### src/rtl/mem_xfer_engine_if.sv
// rtl/mem_xfer_engine_if.sv - command/status and memory bus bundle for the transfer engine
interface mem_xfer_engine_if #(
   parameter int W = 8,
   parameter int A = 8
);
   // command and status
   logic         start;
   logic [A-1:0] src_addr;
   logic [A-1:0] dst_addr;
   logic [A-1:0] len;
   logic [W-1:0] key;
   logic         busy;
   logic         done;
   // single-port data memory
   logic [A-1:0] mem_addr;
   logic         mem_we;
   logic [W-1:0] mem_wdata;
   logic [W-1:0] mem_rdata;

   // engine side: accepts commands, initiates memory accesses
   modport master (
      input  start, src_addr, dst_addr, len, key, mem_rdata,
      output busy, done, mem_addr, mem_we, mem_wdata
   );

   // environment side: issues commands, hosts the memory
   modport slave (
      output start, src_addr, dst_addr, len, key, mem_rdata,
      input  busy, done, mem_addr, mem_we, mem_wdata
   );
endinterface

### src/rtl/mem_xfer_engine.sv
// rtl/mem_xfer_engine.sv - byte copy engine with XOR mask, one memory access per cycle
module mem_xfer_engine #(
   parameter int W = 8,
   parameter int A = 8
) (
   input  logic               clk_i,
   input  logic               rst_ni,
   mem_xfer_engine_if.master  bus
);

   typedef enum logic [1:0] {
      S_IDLE,
      S_READ,
      S_WRITE,
      S_DONE
   } state_t;

   state_t       state_q, state_d;
   logic [A-1:0] src_q, src_d;
   logic [A-1:0] dst_q, dst_d;
   logic [A-1:0] cnt_q, cnt_d;
   logic [W-1:0] key_q, key_d;
   logic [W-1:0] buf_q, buf_d;

   // state and datapath registers; reset aborts any transfer in flight
   always_ff @(posedge clk_i or negedge rst_ni) begin
      if (!rst_ni) begin
         state_q <= S_IDLE;
         src_q   <= '0;
         dst_q   <= '0;
         cnt_q   <= '0;
         key_q   <= '0;
         buf_q   <= '0;
      end else begin
         state_q <= state_d;
         src_q   <= src_d;
         dst_q   <= dst_d;
         cnt_q   <= cnt_d;
         key_q   <= key_d;
         buf_q   <= buf_d;
      end
   end

   // next state: latch the command in IDLE, then alternate read/write until the count runs out
   always_comb begin
      state_d = state_q;
      src_d   = src_q;
      dst_d   = dst_q;
      cnt_d   = cnt_q;
      key_d   = key_q;
      buf_d   = buf_q;
      case (state_q)
         S_IDLE: begin
            if (bus.start) begin
               src_d   = bus.src_addr;
               dst_d   = bus.dst_addr;
               cnt_d   = bus.len;
               key_d   = bus.key;
               state_d = (bus.len == '0) ? S_DONE : S_READ;
            end
         end
         S_READ: begin
            buf_d   = bus.mem_rdata;
            state_d = S_WRITE;
         end
         S_WRITE: begin
            // pointers wrap naturally at 2**A
            src_d   = src_q + A'(1);
            dst_d   = dst_q + A'(1);
            cnt_d   = cnt_q - A'(1);
            state_d = (cnt_q == A'(1)) ? S_DONE : S_READ;
         end
         S_DONE: begin
            state_d = S_IDLE;
         end
         default: begin
            state_d = S_IDLE;
         end
      endcase
   end

   // Moore outputs decoded from state and registers only, so reset clears them immediately
   always_comb begin
      bus.busy      = 1'b0;
      bus.done      = 1'b0;
      bus.mem_addr  = '0;
      bus.mem_we    = 1'b0;
      bus.mem_wdata = '0;
      case (state_q)
         S_READ: begin
            bus.busy     = 1'b1;
            bus.mem_addr = src_q;
         end
         S_WRITE: begin
            bus.busy      = 1'b1;
            bus.mem_addr  = dst_q;
            bus.mem_we    = 1'b1;
            bus.mem_wdata = buf_q ^ key_q;
         end
         S_DONE: begin
            bus.busy = 1'b1;
            bus.done = 1'b1;
         end
         default: begin
            bus.busy = 1'b0;
         end
      endcase
   end

endmodule

### src/flat_wrapper.sv
// flat-port wrapper written by rule: the top's interface ports become plain ports
module mem_xfer_engine_flat 
#(
   parameter int W = 8,
   parameter int A = 8
)
  (clk_i, rst_ni, bus_start, bus_src_addr, bus_dst_addr, bus_len, bus_key, bus_mem_rdata, bus_busy, bus_done, bus_mem_addr, bus_mem_we, bus_mem_wdata);
  mem_xfer_engine_if #(.W(W), .A(A)) bus_i ();
  input  logic clk_i;
  input  logic rst_ni;
  input wire logic [$bits(bus_i.start)-1:0] bus_start;
  input wire logic [$bits(bus_i.src_addr)-1:0] bus_src_addr;
  input wire logic [$bits(bus_i.dst_addr)-1:0] bus_dst_addr;
  input wire logic [$bits(bus_i.len)-1:0] bus_len;
  input wire logic [$bits(bus_i.key)-1:0] bus_key;
  input wire logic [$bits(bus_i.mem_rdata)-1:0] bus_mem_rdata;
  output wire logic [$bits(bus_i.busy)-1:0] bus_busy;
  output wire logic [$bits(bus_i.done)-1:0] bus_done;
  output wire logic [$bits(bus_i.mem_addr)-1:0] bus_mem_addr;
  output wire logic [$bits(bus_i.mem_we)-1:0] bus_mem_we;
  output wire logic [$bits(bus_i.mem_wdata)-1:0] bus_mem_wdata;
  assign bus_i.start = bus_start;
  assign bus_i.src_addr = bus_src_addr;
  assign bus_i.dst_addr = bus_dst_addr;
  assign bus_i.len = bus_len;
  assign bus_i.key = bus_key;
  assign bus_i.mem_rdata = bus_mem_rdata;
  assign bus_busy = bus_i.busy;
  assign bus_done = bus_i.done;
  assign bus_mem_addr = bus_i.mem_addr;
  assign bus_mem_we = bus_i.mem_we;
  assign bus_mem_wdata = bus_i.mem_wdata;
  mem_xfer_engine #(.W(W), .A(A)) u_core (.clk_i(clk_i), .rst_ni(rst_ni), .bus(bus_i));
endmodule
### config.mk
export PLATFORM = sky130hd
export DESIGN_NAME = mem_xfer_engine_flat
export DESIGN_NICKNAME = d
export VERILOG_FILES = /design/src/rtl/mem_xfer_engine_if.sv /design/src/rtl/mem_xfer_engine.sv /design/src/flat_wrapper.sv
export SDC_FILE = /design/constraint.sdc
export NUM_CORES = 1
export LEC_CHECK = 0
export BUFFER_PORTS_ARGS = -buffer_cell sky130_fd_sc_hd__buf_2
export CORE_ASPECT_RATIO = 0.8
export CORE_MARGIN = 5
export CORE_UTILIZATION = 58
export DETAILED_ROUTE_END_ITERATION = 10
export PLACE_DENSITY = 0.86
export SETUP_SLACK_MARGIN = 0.2
export SYNTH_ARGS = -nofsm -noshare
export SYNTH_HDL_FRONTEND = slang
export SYNTH_SLANG_ARGS = --single-unit
### constraint.sdc
create_clock -name clk_i -period 2.67 [get_ports clk_i]
set_input_delay 0.534 -clock clk_i [delete_from_list [all_inputs] [get_ports clk_i]]
set_output_delay 0.534 -clock clk_i [all_outputs]
set_load 0.01 [all_outputs]
After elaboration in Yosys (flattened, before gate mapping)
Cells that the tools add are included.

Latch bits: 0. Memories kept: 0. Bits in read-only memories: 0. Input port bits: 43. Bits in writable memories: 0. Flip-flop bits (word level): 42. Logic and storage cells: 36. Output and inout bits: 19.

Divide/modulo/power cells: 0. Mux-type cells: 15. Equal/unequal tests: 5. Reduce and logical (&&, ||, !) cells: 6. Order comparisons: 0. Bitwise operators: 1. Multipliers: 0. Shift-type cells: 0. Add/sub/neg operators: 3.

Operators with widths (number): $pmux 8 s2 (4); $mux 8 (4); $add 8x1->8 const B (2); $eq 8x1->1 const B (1); $logic_not 8->1 (1); $pmux 2 s4 (1); $sub 8x1->8 const B (1); $xor 8x8->8 (1); $mux 2 (3); $eq 2x2->1 const B (2); $reduce_and 2->1 (2); $mux 1 (3); $reduce_or 3->1 (1); $eq 2x1->1 const B (1); $logic_not 2->1 (1); $ne 2x2->1 const B (1); $reduce_bool 2->1 (1).

Longest topological paths before layout
Depth after elaboration: 4. Gate-level depth with buffers: 9. Depth with buffers taken out: 6.

Least setup slack after synthesis
OpenSTA, ideal clock, no wires.

Path kind: reg-to-output. Start: reg u_core.state_q[0]. End: out bus_mem_addr[1]. Arrival time: 1504 ps. Path buffers: 2. Slack: 632 ps. Data required time: 2136 ps. Stages on the path, launching flop included: 7. Cell sequence: dfrtp_1 > inv_1 > ha_1 > clkbuf_8 > clkbuf_1 > a22oi_1 > nor2b_1.

Longest elaborated chain between the ends: 2. Elaborated cells on any way between the ends: 3. Classes of those cells: eq/ne (2); mux (1).

RTL lines: start: declaration (RTL line mem_xfer_engine.sv:18) `state_t state_q, state_d;`; start signal: assignment (RTL line mem_xfer_engine.sv:35) `state_q <= state_d;`; $eq 2x2->1 / $eq 2x1->1 (equally long branches) (RTL line mem_xfer_engine.sv:89) `case (state_q)`; $pmux 8 s2 (*) (RTL line mem_xfer_engine.sv:89); end: declaration (RTL line flat_wrapper.sv:19) `output wire logic [$bits(bus_i.mem_addr)-1:0] bus_mem_addr;`.

Mark *: on every way between the ends. The rest lies on a longest branch, timed or not.

Worst setup path in the final report
Start: reg u_core.state_q[0]. End: out bus_busy.

Longest elaborated chain between the ends: 3. Elaborated cells on any way between the ends: 5. Classes of those cells: eq/ne (3); mux (1); reduce/logical (1).

RTL lines: $eq 2x1->1 / $eq 2x2->1 (equally long branches) (RTL line mem_xfer_engine.sv:89); $reduce_or 3->1 (no line) (*); $mux 1 (*) (RTL line mem_xfer_engine.sv:89); end: declaration (RTL line flat_wrapper.sv:17) `output wire logic [$bits(bus_i.busy)-1:0] bus_busy;`.

Marked as above.

==> results_dict.tcl <==
set metrics [dict create \
    outcome "complete, no violations" \
    die_h_um 71 \
    core_mm2 0.00454 \
    clk_latency_ps 300 \
    cap_violations 0 \
    io-pin-count 62 \
    comb_power_share 0.543 \
    critPathBufInv 4 \
    crit_chain "inv_1 -> ha_2 -> buf_4 -> inv_1 -> buf_2" \
    antenna_found_initial 0 \
    cts_buffer_depth 2 \
    grt_use_total 0.217 \
    first_pass_iters 4 \
    grt_pass1_vias 2288 \
    finalClockSkew_ps 9.49 \
    fin_crit_ps 2300 \
    cts.sinks 42 \
    routed_wl_mm 6.39 \
    synth_fp_nets 348 \
    slew_violations 0 \
    cts_buffers 5 \
    io_buffers 61 \
    wire_per_inst_um 15.5 \
    cp_common_cell "inv_1" \
    ir_drop_uv 641 \
    synth_seq_cells 42 \
    seq_area_frac_synth 0.390 \
    drc 0 \
    slew_headroom 0.381 \
    synthCells 297 \
    grt_pass1_wl_mm 10.7 \
    vias 2439 \
    p_int_mw 2.13 \
    dieWidth_um 86.3 \
    rows 22 \
    syn_avg_cell_area_um2 9.08 \
    cts_tree "yes" \
    max_stage_delay_ps 420 \
    synth.area.top_cells "dfrtp_1, mux2_2, a21oi_1" \
    fin_crit_sh 0.862 \
    critPathKind "register to output port" \
    setup-tns-final_ps 0 \
    whs_ps 377 \
    swShare 0.442 \
    syn_area_mm2 0.00270 \
    ys.warnings.count 0 \
    worstMarginPinSlew_ps 929 \
    area_growth_pct 14.8 \
    cp_max_fo 26 \
    p_seq_frac 0.344 \
    fill_cells 362 \
    layout_common_cells "buf_2, dfrtp_1, a21oi_1" \
    grt_max_degree 43 \
    cts.clk_slew.worst_paths_ps 80 \
    crit_arrival_ps 1770 \
    clkPwrFrac 0.113 \
    setup_viol 0 \
    ant_nets 0 \
    crit_slowest_cell "dfrtp_1" \
    critical-path-top-delay-family "buffers and inverters" \
    timing.fmax_ghz 0.435 \
    power_density_mw_per_mm2 1230 \
    netlist.area_leader.share 0.390 \
    p_switching_mw 1.69 \
    initial_utilization 0.594 \
    hold_path.class "input port to async pin" \
    start_kind "register" \
    stdcell_area_mm2 0.00310 \
    p_leak_nw 1.43 \
    cts_htree_levels 2 \
    holdBufCountCts 0 \
    drive_gt1_frac 0.281 \
    layout_commonest_cell "buf_2" \
    antennaDiodeCount 0 \
    yosys.cell_types.count 43 \
    dpl.hpwl_mm 4.56 \
    grt_overflow_total 0 \
    cts-root-buf "clkbuf_8" \
    dieArea_mm2 0.00612 \
    drt_iter0_drc 213 \
    vias_per_cell 5.92 \
    synth_area_leader_cell "dfrtp_1" \
    worstSetupEndpointType "output port" \
    required_ps 2140 \
    rsz0062_at_grt "false" \
    place_area_mm2 0.00299 \
    nets 402 \
    gp_congestion 0.806 \
    hold_viol 0 \
]
## per-layer routing
layer | global-route usage | vias up | wire, µm
met5 | 0 | - | 0
met4 | 0.0657 | 0 | 105
met3 | 0.0407 | 13 | 415
met2 | 0.345 | 92 | 3010
met1 | 0.302 | 1164 | 2850
li1 | - | 1170 | -
## synthesized netlist by cell type (all sizes together)
| master | count |
|---|---|
| and3 | 8 |
| or3 | 2 |
| and2 | 8 |
| o211ai | 1 |
| o22ai | 11 |
| xor2 | 8 |
| ha | 8 |
| nor2 | 18 |
| o22a | 2 |
| o311ai | 2 |
| nor4b | 1 |
| a21boi | 1 |
| mux2i | 8 |
| nor3 | 3 |
| a311o | 1 |
| mux2 | 17 |
| a211oi | 1 |
| a31oi | 11 |
| nor3b | 4 |
| nand2b | 2 |
| a21oi | 23 |
| nand2 | 15 |
| dfrtp | 42 |
| nor2b | 9 |
| and4 | 1 |
| inv | 18 |
| clkbuf | 10 |
| and2b | 1 |
| a221o | 1 |
| o21ai | 18 |
| nor4 | 1 |
| nand3 | 22 |
| nand4 | 1 |
| a22oi | 7 |
| buf | 10 |
| a311oi | 1 |
## worst reg2reg max path, stage by stage, from the launching register on
cell and delay, ps:
dfrtp_1 420, inv_1 140, ha_2 320, buf_4 310, mux2_2 460, nand2_1 110, mux2i_1 80, a21oi_1 140
## power by group through the flow
stage                     Sequential (mW)  Combinational (mW)  Clock [mW]
after floorplan                      1.21                1.65           0
after global placement               1.29                1.97           0
after detailed placement             1.32                2.04           0
after CTS                            1.30                2.06       0.434
after global routing                 1.37                2.32       0.461
final                                1.32                2.08       0.433
## metrics by stage
stage / std cells / worst slack [ps] / utilization / power (mW)
floorplan: 297 / 632 / - / 2.86
global placement: 404 / 662 / 0.658 / 3.26
detailed placement: 404 / 531 / 0.658 / 3.36
CTS: 412 / 298 / 0.679 / 3.80
global route: 412 / 231 / 0.682 / 4.15
finish: 412 / 369 / 0.682 / 3.82
## state kept, by name (all words and copies together), names as in the netlist
register	count
u_core.cnt_q	8
u_core.state_q	2
u_core.dst_q	8
u_core.buf_q	8
u_core.src_q	8
u_core.key_q	8
## logic make-up after synthesis
family / share of synthesized area
muxes: 0.101
xor gates and xnor gates: 0.0260
AOI/OAI and AO/OA: 0.179
DFF: 0.390
and+or+nand+nor: 0.193
buffers and inverters: 0.0751
adders and majority gates: 0.0371
## timing repair
action	in CTS	in global routing
gates resized for setup	0	2
setup endpoints to repair	0	4
buffers inserted	0	0
## area by class of cell
cell class | count | area, µm² | area share
multi-input combinational | 217 | 1460 | 0.471
sequential | 42 | 1050 | 0.339
timing repair buffer | 67 | 350 | 0.113
clock buffer | 6 | 82.6 | 0.0267
tap | 60 | 75.1 | 0.0242
inverter | 18 | 67.6 | 0.0218
clock inverter | 2 | 12.5 | 0.00404
## worst paths after layout
check                                              start                           to  slack [ps]  cells after the start
setup / recovery           u_core.state_q[0]$_DFFE_PN0P_                     bus_busy         370                      5
max in group asynchronous                         rst_ni  u_core.cnt_q[3]$_DFFE_PN0P_        1720                      1
hold / removal                                    rst_ni  u_core.buf_q[7]$_DFFE_PN0N_         380                      1
setup reg to reg           u_core.state_q[0]$_DFFE_PN0P_  u_core.dst_q[5]$_DFFE_PN0P_         630                      7
hold reg to reg              u_core.key_q[4]$_DFFE_PN0P_  u_core.key_q[4]$_DFFE_PN0P_         530                      1
min in group clk_i                      bus_mem_rdata[1]  u_core.buf_q[1]$_DFFE_PN0N_         460                      2
(Power assumes the default switching activity.)
